### src/rtl/matmul_stream_engine.sv
// Streaming C = A x B engine: one row of N MAC lanes reused across the M rows of A.
// Define MMS_SATURATE_EN to clamp results to the OW range instead of wrapping.
module matmul_stream_engine #(
   parameter int unsigned M      = 3,
   parameter int unsigned K      = 3,
   parameter int unsigned N      = 3,
   parameter int unsigned DW     = 8,
   parameter int unsigned OW     = 16,
   parameter int unsigned SIGNED = 0
) (
   input  logic          clk,
   input  logic          reset,
   input  logic          start,
   input  logic          in_valid,
   output logic          in_ready,
   input  logic [DW-1:0] in_data,
   output logic          out_valid,
   input  logic          out_ready,
   output logic [OW-1:0] out_data,
   output logic          out_last,
   output logic          busy,
   output logic          done
);

   localparam int unsigned ACCW = 2 * DW + $clog2(K);
   localparam int unsigned WW   = ((ACCW > OW) ? ACCW : OW) + 1;
   localparam int unsigned AD   = M * K;
   localparam int unsigned BD   = K * N;
   localparam int unsigned LD   = (AD > BD) ? AD : BD;
   localparam int unsigned AIW  = (AD > 1) ? $clog2(AD) : 1;
   localparam int unsigned BIW  = (BD > 1) ? $clog2(BD) : 1;
   localparam int unsigned LW   = (LD > 1) ? $clog2(LD) : 1;
   localparam int unsigned IW   = (M > 1) ? $clog2(M) : 1;
   localparam int unsigned JW   = (N > 1) ? $clog2(N) : 1;
   localparam int unsigned CW   = $clog2(K + 1);

   localparam logic [WW-1:0] UMAX = {{(WW - OW){1'b0}}, {OW{1'b1}}};
   localparam logic [WW-1:0] SMAX = {{(WW - OW + 1){1'b0}}, {(OW - 1){1'b1}}};
   localparam logic [WW-1:0] SMIN = {{(WW - OW + 1){1'b1}}, {(OW - 1){1'b0}}};

   typedef enum logic [2:0] {StIdle, StLoadA, StLoadB, StCompute, StEmit} state_e;

   state_e          state_q;
   logic [LW-1:0]   ld_q;
   logic [IW-1:0]   i_q;
   logic [JW-1:0]   j_q;
   logic [CW-1:0]   c_q;

   logic [DW-1:0]   a_buf  [AD];
   logic [DW-1:0]   b_buf  [BD];
   logic [ACCW-1:0] prod_q [N];
   logic [ACCW-1:0] acc_q  [N];
   logic [OW-1:0]   obuf_q [N];

   logic [CW-1:0]   k_idx;
   logic [ACCW-1:0] a_op;
   logic [ACCW-1:0] prod_d [N];
   logic [ACCW-1:0] sum    [N];
   logic [OW-1:0]   res    [N];

   function automatic logic [ACCW-1:0] ext_op(input logic [DW-1:0] x);
      if (SIGNED != 0) ext_op = {{(ACCW - DW){x[DW-1]}}, x};
      else             ext_op = {{(ACCW - DW){1'b0}}, x};
   endfunction

   // Widen past both ACCW and OW so clamp compares never lose the sign.
   function automatic logic [OW-1:0] conv(input logic [ACCW-1:0] s);
      logic [WW-1:0] w;
      if (SIGNED != 0) w = {{(WW - ACCW){s[ACCW-1]}}, s};
      else             w = {{(WW - ACCW){1'b0}}, s};
`ifdef MMS_SATURATE_EN
      if (SIGNED != 0) begin
         if ($signed(w) > $signed(SMAX))      w = SMAX;
         else if ($signed(w) < $signed(SMIN)) w = SMIN;
      end else if (w > UMAX) begin
         w = UMAX;
      end
`endif
      conv = w[OW-1:0];
   endfunction

   always_comb begin
      k_idx = (c_q < CW'(K)) ? c_q : '0;
      a_op  = ext_op(a_buf[AIW'(i_q * K + k_idx)]);
      for (int j = 0; j < N; j++) begin
         prod_d[j] = a_op * ext_op(b_buf[BIW'(k_idx * N + j)]);
         sum[j]    = acc_q[j] + prod_q[j];
         res[j]    = conv(sum[j]);
      end
   end

   // Operand buffers and lane pipeline carry no reset; their contents are don't-care until loaded.
   always_ff @(posedge clk) begin
      if (state_q == StLoadA && in_valid) a_buf[AIW'(ld_q)] <= in_data;
      if (state_q == StLoadB && in_valid) b_buf[BIW'(ld_q)] <= in_data;
      if (state_q == StCompute) begin
         for (int j = 0; j < N; j++) begin
            prod_q[j] <= prod_d[j];
            acc_q[j]  <= (c_q == '0) ? '0 : sum[j];
            if (c_q == CW'(K)) obuf_q[j] <= res[j];
         end
      end
   end

   always_ff @(posedge clk) begin
      if (!reset) begin
         state_q   <= StIdle;
         in_ready  <= 1'b0;
         out_valid <= 1'b0;
         out_last  <= 1'b0;
         out_data  <= '0;
         busy      <= 1'b0;
         done      <= 1'b0;
         ld_q      <= '0;
         i_q       <= '0;
         j_q       <= '0;
         c_q       <= '0;
      end else begin
         done <= 1'b0;
         unique case (state_q)
            StIdle: begin
               if (start) begin
                  state_q  <= StLoadA;
                  in_ready <= 1'b1;
                  busy     <= 1'b1;
                  ld_q     <= '0;
                  i_q      <= '0;
               end
            end
            StLoadA: begin
               if (in_valid) begin
                  if (ld_q == LW'(AD - 1)) begin
                     ld_q    <= '0;
                     state_q <= StLoadB;
                  end else begin
                     ld_q <= ld_q + 1'b1;
                  end
               end
            end
            StLoadB: begin
               if (in_valid) begin
                  if (ld_q == LW'(BD - 1)) begin
                     ld_q     <= '0;
                     in_ready <= 1'b0;
                     c_q      <= '0;
                     state_q  <= StCompute;
                  end else begin
                     ld_q <= ld_q + 1'b1;
                  end
               end
            end
            StCompute: begin
               if (c_q == CW'(K)) begin
                  c_q       <= '0;
                  j_q       <= '0;
                  out_valid <= 1'b1;
                  out_data  <= res[0];
                  out_last  <= (i_q == IW'(M - 1)) && (N == 1);
                  state_q   <= StEmit;
               end else begin
                  c_q <= c_q + 1'b1;
               end
            end
            StEmit: begin
               if (out_ready) begin
                  if (j_q == JW'(N - 1)) begin
                     out_valid <= 1'b0;
                     out_last  <= 1'b0;
                     if (i_q == IW'(M - 1)) begin
                        state_q <= StIdle;
                        busy    <= 1'b0;
                        done    <= 1'b1;
                     end else begin
                        i_q     <= i_q + 1'b1;
                        state_q <= StCompute;
                     end
                  end else begin
                     j_q      <= j_q + 1'b1;
                     out_data <= obuf_q[JW'(j_q + 1'b1)];
                     out_last <= (i_q == IW'(M - 1)) && ((j_q + 1'b1) == JW'(N - 1));
                  end
               end
            end
            default: state_q <= StIdle;
         endcase
      end
   end

endmodule

### config.mk
export PLATFORM = sky130hd
export DESIGN_NAME = matmul_stream_engine
export DESIGN_NICKNAME = d
export VERILOG_FILES = /design/src/rtl/matmul_stream_engine.sv
export SDC_FILE = /design/constraint.sdc
export NUM_CORES = 1
export LEC_CHECK = 0
export ABC_AREA = 0
export CAP_MARGIN = 20
export CORE_UTILIZATION = 64
export DETAILED_ROUTE_END_ITERATION = 8
export MAX_ROUTING_LAYER = met4
export PLACE_DENSITY = 0.87
export SLEW_MARGIN = 20
export SYNTH_ARGS = -nofsm -noshare
export SYNTH_HDL_FRONTEND = slang
export SYNTH_SLANG_ARGS = --single-unit
### constraint.sdc
create_clock -name clk -period 9.2 [get_ports clk]
set_clock_uncertainty 0.2 [all_clocks]
set_input_delay 1.84 -clock clk [delete_from_list [all_inputs] [get_ports clk]]
set_output_delay 1.84 -clock clk [all_outputs]
set_load 0.01 [all_outputs]
==> metrics, run 1 <==
Synth async-reset ratio 0%; synthesis-to-layout area growth 8.38%; std cell rows 67; most frequent cells in the layout edfxtp_1 (288), nor2_1 (236), inv_1 (187); CTS clock-pin slew for the worst setup and hold paths 0.06 ns; Reg2Reg Depth 22; Final Slew Violations 0; Bufs on Longest Clock Path 3; Place WS 1.26 ns; Synth Area in Compound Gates 9.34%; clock sink count 322; Util after Layout 70.5%; crit path kind flop to flop; largest family of logic cells by synthesized area adder cells; total track usage 29.1%; hold_buf cts 0; IO Pins 34; final net count 2206; YS warnings 0; adder-cell share of the synthesized area 20.0%; initial antenna violation count 0; worst-path fanout max 24; post-synth cell types 74; Final GP Congestion 0.916; post-route ant nets 0; Worst-Margin Slew 1.11 ns; EDFF count, synth 288; final worst setup slack 1.21 ns; top cell type's share of synthesized area 39.8%; top cells by area, synth edfxtp_1 (40%), fa_1 (10%), ha_1 (9.6%); Total Neg Setup Slack 0 ns; Slew HR 26.0%; status finished clean; fillers 2209; Synth Area in Simple Gates 11.7%; CP Launch Type flop; pin count of the biggest net entering global routing 59; global-route wire length before repair 77900 um; register area share after synthesis 42.9%; Clk Latency, worst-skew pair 0.52 ns; post-synthesis net count 2182; Root Buffer clkbuf_16; chip height 186 um; WL/cell 20.2 um; Die Width 186 um; Routed WL 48200 um; Mapped Area 0.0218 mm^2; Fin Hold WS 0.288 ns; Die ar. 0.0347 mm^2; Initial DRC Count 1260; xor and xnor area share after synthesis 3.03%; hold depth 2; Hold Path Class flop to flop; vias in the first global route 14.7k; post-synthesis average cell area 11.5 um^2; first-pass detailed-route iteration total 6; Fmax achieved 125 MHz; post-route minimum period 7.99 ns; DR vias 14.7k; CTS tree done; Critical Path End Type flop; FF+latch count, synth 322; layout cells sized above 1 9.60%; Synth Instances 1889; Final Hold Viols 0; overall power 0.00927 W; Final setup viols 0; Port Buffers 33; max cap viols 0; H-Tree Depth 2; mux contribution to synthesized area 8.07%; Floorplan Core Area 0.0334 mm^2; drc violations 0; Main synth FF type edfxtp_1; RSZ-0062 raised after global routing no; post_cts resized 0; Diodes inserted 0; CP required 9.27 ns; Inserted Clock Buffers 34; post-CTS setup buffers 0; PD cells 393 mW/mm^2; fin crit share 86.9%; global route overflow 0; via/cell ratio 6.17; Initial Utilization 65.0%; top cell type by total area after synthesis edfxtp_1; post-detail-place hpwl 34400 um; LEAKAGE 9.37 nW; Critical Path AT 8.06 ns; Worst IR Drop VDD 380 uV; commonest non-fill, non-tap cell in the layout edfxtp_1
-- cell families (layout without fill, tap and decap cells) --
kind of cell	count (synthesis)	count (layout)
adder cells (fa/ha/maj)	280	280
AND/OR/NAND/NOR	529	529
XOR/XNOR	73	73
buffers and inverters	258	306
AO/OA/AOI/OAI	306	306
multiplexers	121	121
flip-flops	322	322
-- critical path: stages (launching register included) --
cell,delay [ns]
dfxtp_1,0.44
inv_1,0.13
ha_1,0.25
fa_1,0.46
ha_1,0.82
mux4_2,0.60
mux2i_1,0.15
nand2_1,0.09
o21ai_2,0.46
or2_2,0.26
fa_1,0.45
fa_1,0.55
inv_1,0.05
fa_1,0.53
inv_1,0.05
fa_1,0.52
inv_1,0.04
ha_1,0.33
o21ai_0,0.22
a21oi_1,0.10
o41ai_2,0.43
mux2i_1,0.14
a2111oi_0,0.45
-- cell usage after synthesis, types with 8 or more instances --
cell type  number
nor3_1         24
xor2_1         23
o22ai_1         9
a31oi_1        15
edfxtp_1      288
nand2_1        64
clkbuf_1       23
o21a_1          9
nor2_2         10
dfxtp_1        34
mux4_2         38
a21o_1         16
buf_2          26
o21bai_1        9
fa_1          113
a211oi_1       17
nand2b_1       14
mux2i_1        76
a21oi_1        85
inv_1         189
nand3_1        18
xnor2_1        49
and3_1         14
nor2_1        236
a221oi_1        8
o21ai_0        55
o211ai_1       19
nor2b_1        29
or2_2          38
and2_1         56
ha_1          167
-- cell type report --
| cell class | instances | area (um^2) | area share, % |
|---|---|---|---|
| sequential | 322 | 9330 | 39.6 |
| tap | 448 | 561 | 2.38 |
| inverter | 189 | 711 | 3.01 |
| clock inverter | 22 | 235 | 0.998 |
| timing repair buffer | 57 | 508 | 2.15 |
| multi-input combinational | 1309 | 11400 | 48.2 |
| clock buffer | 38 | 866 | 3.67 |
-- sequential cells by signal (all words and copies together) (netlist names) --
signal and cells:
b_buf 72, acc_q 48, a_buf 72, out_last 1, i_q 2, state_q 3, obuf_q 48, j_q 2
prod_q 48, ld_q 4, out_data 16, busy 1, out_valid 1, done 1, in_ready 1, c_q 2
-- routing by layer --
metal / wire length (um) / global-route usage (%) / up-vias
met4: 1980 / 11.1 / 0
met5: 0 / - / -
met1: 19900 / 37.0 / 7239
met2: 23400 / 47.7 / 598
met3: 2910 / 4.01 / 132
li1: - / - / 6737
-- power by group --
group | total (W) | switching [W] | leakage [nW] | internal [W]
Combinational | 0.00578 | 0.00331 | 5.95 | 0.00247
Clock | 0.00138 | 0.000579 | 0.526 | 0.000797
Sequential | 0.00212 | 0.0000667 | 2.89 | 0.00206
-- stage by stage --
stage	area [um^2]	cells
after detailed placement	22500	2325
after global placement	22500	2324
final	23600	2385
after global routing	23600	2385
after floorplan	21800	1889
after CTS	23600	2385
-- path summary, 6_finish.rpt --
check	startpoint	endpoint	slack [ns]
max	c_q[0]	prod_q[0][31]	1.21
min	out_valid	out_valid	0.29
max reg2reg	c_q[0]	prod_q[0][31]	1.21
min reg2reg	out_valid	out_valid	0.29
No activity file was read; power rests on OpenSTA's default activity.
==> run 2, diff against run 1 <==
- SKIP_CTS_REPAIR_TIMING: unset -> 1
==> results of run 2 <==
The final DEF is identical to that of run 1; final timing and power are the same.
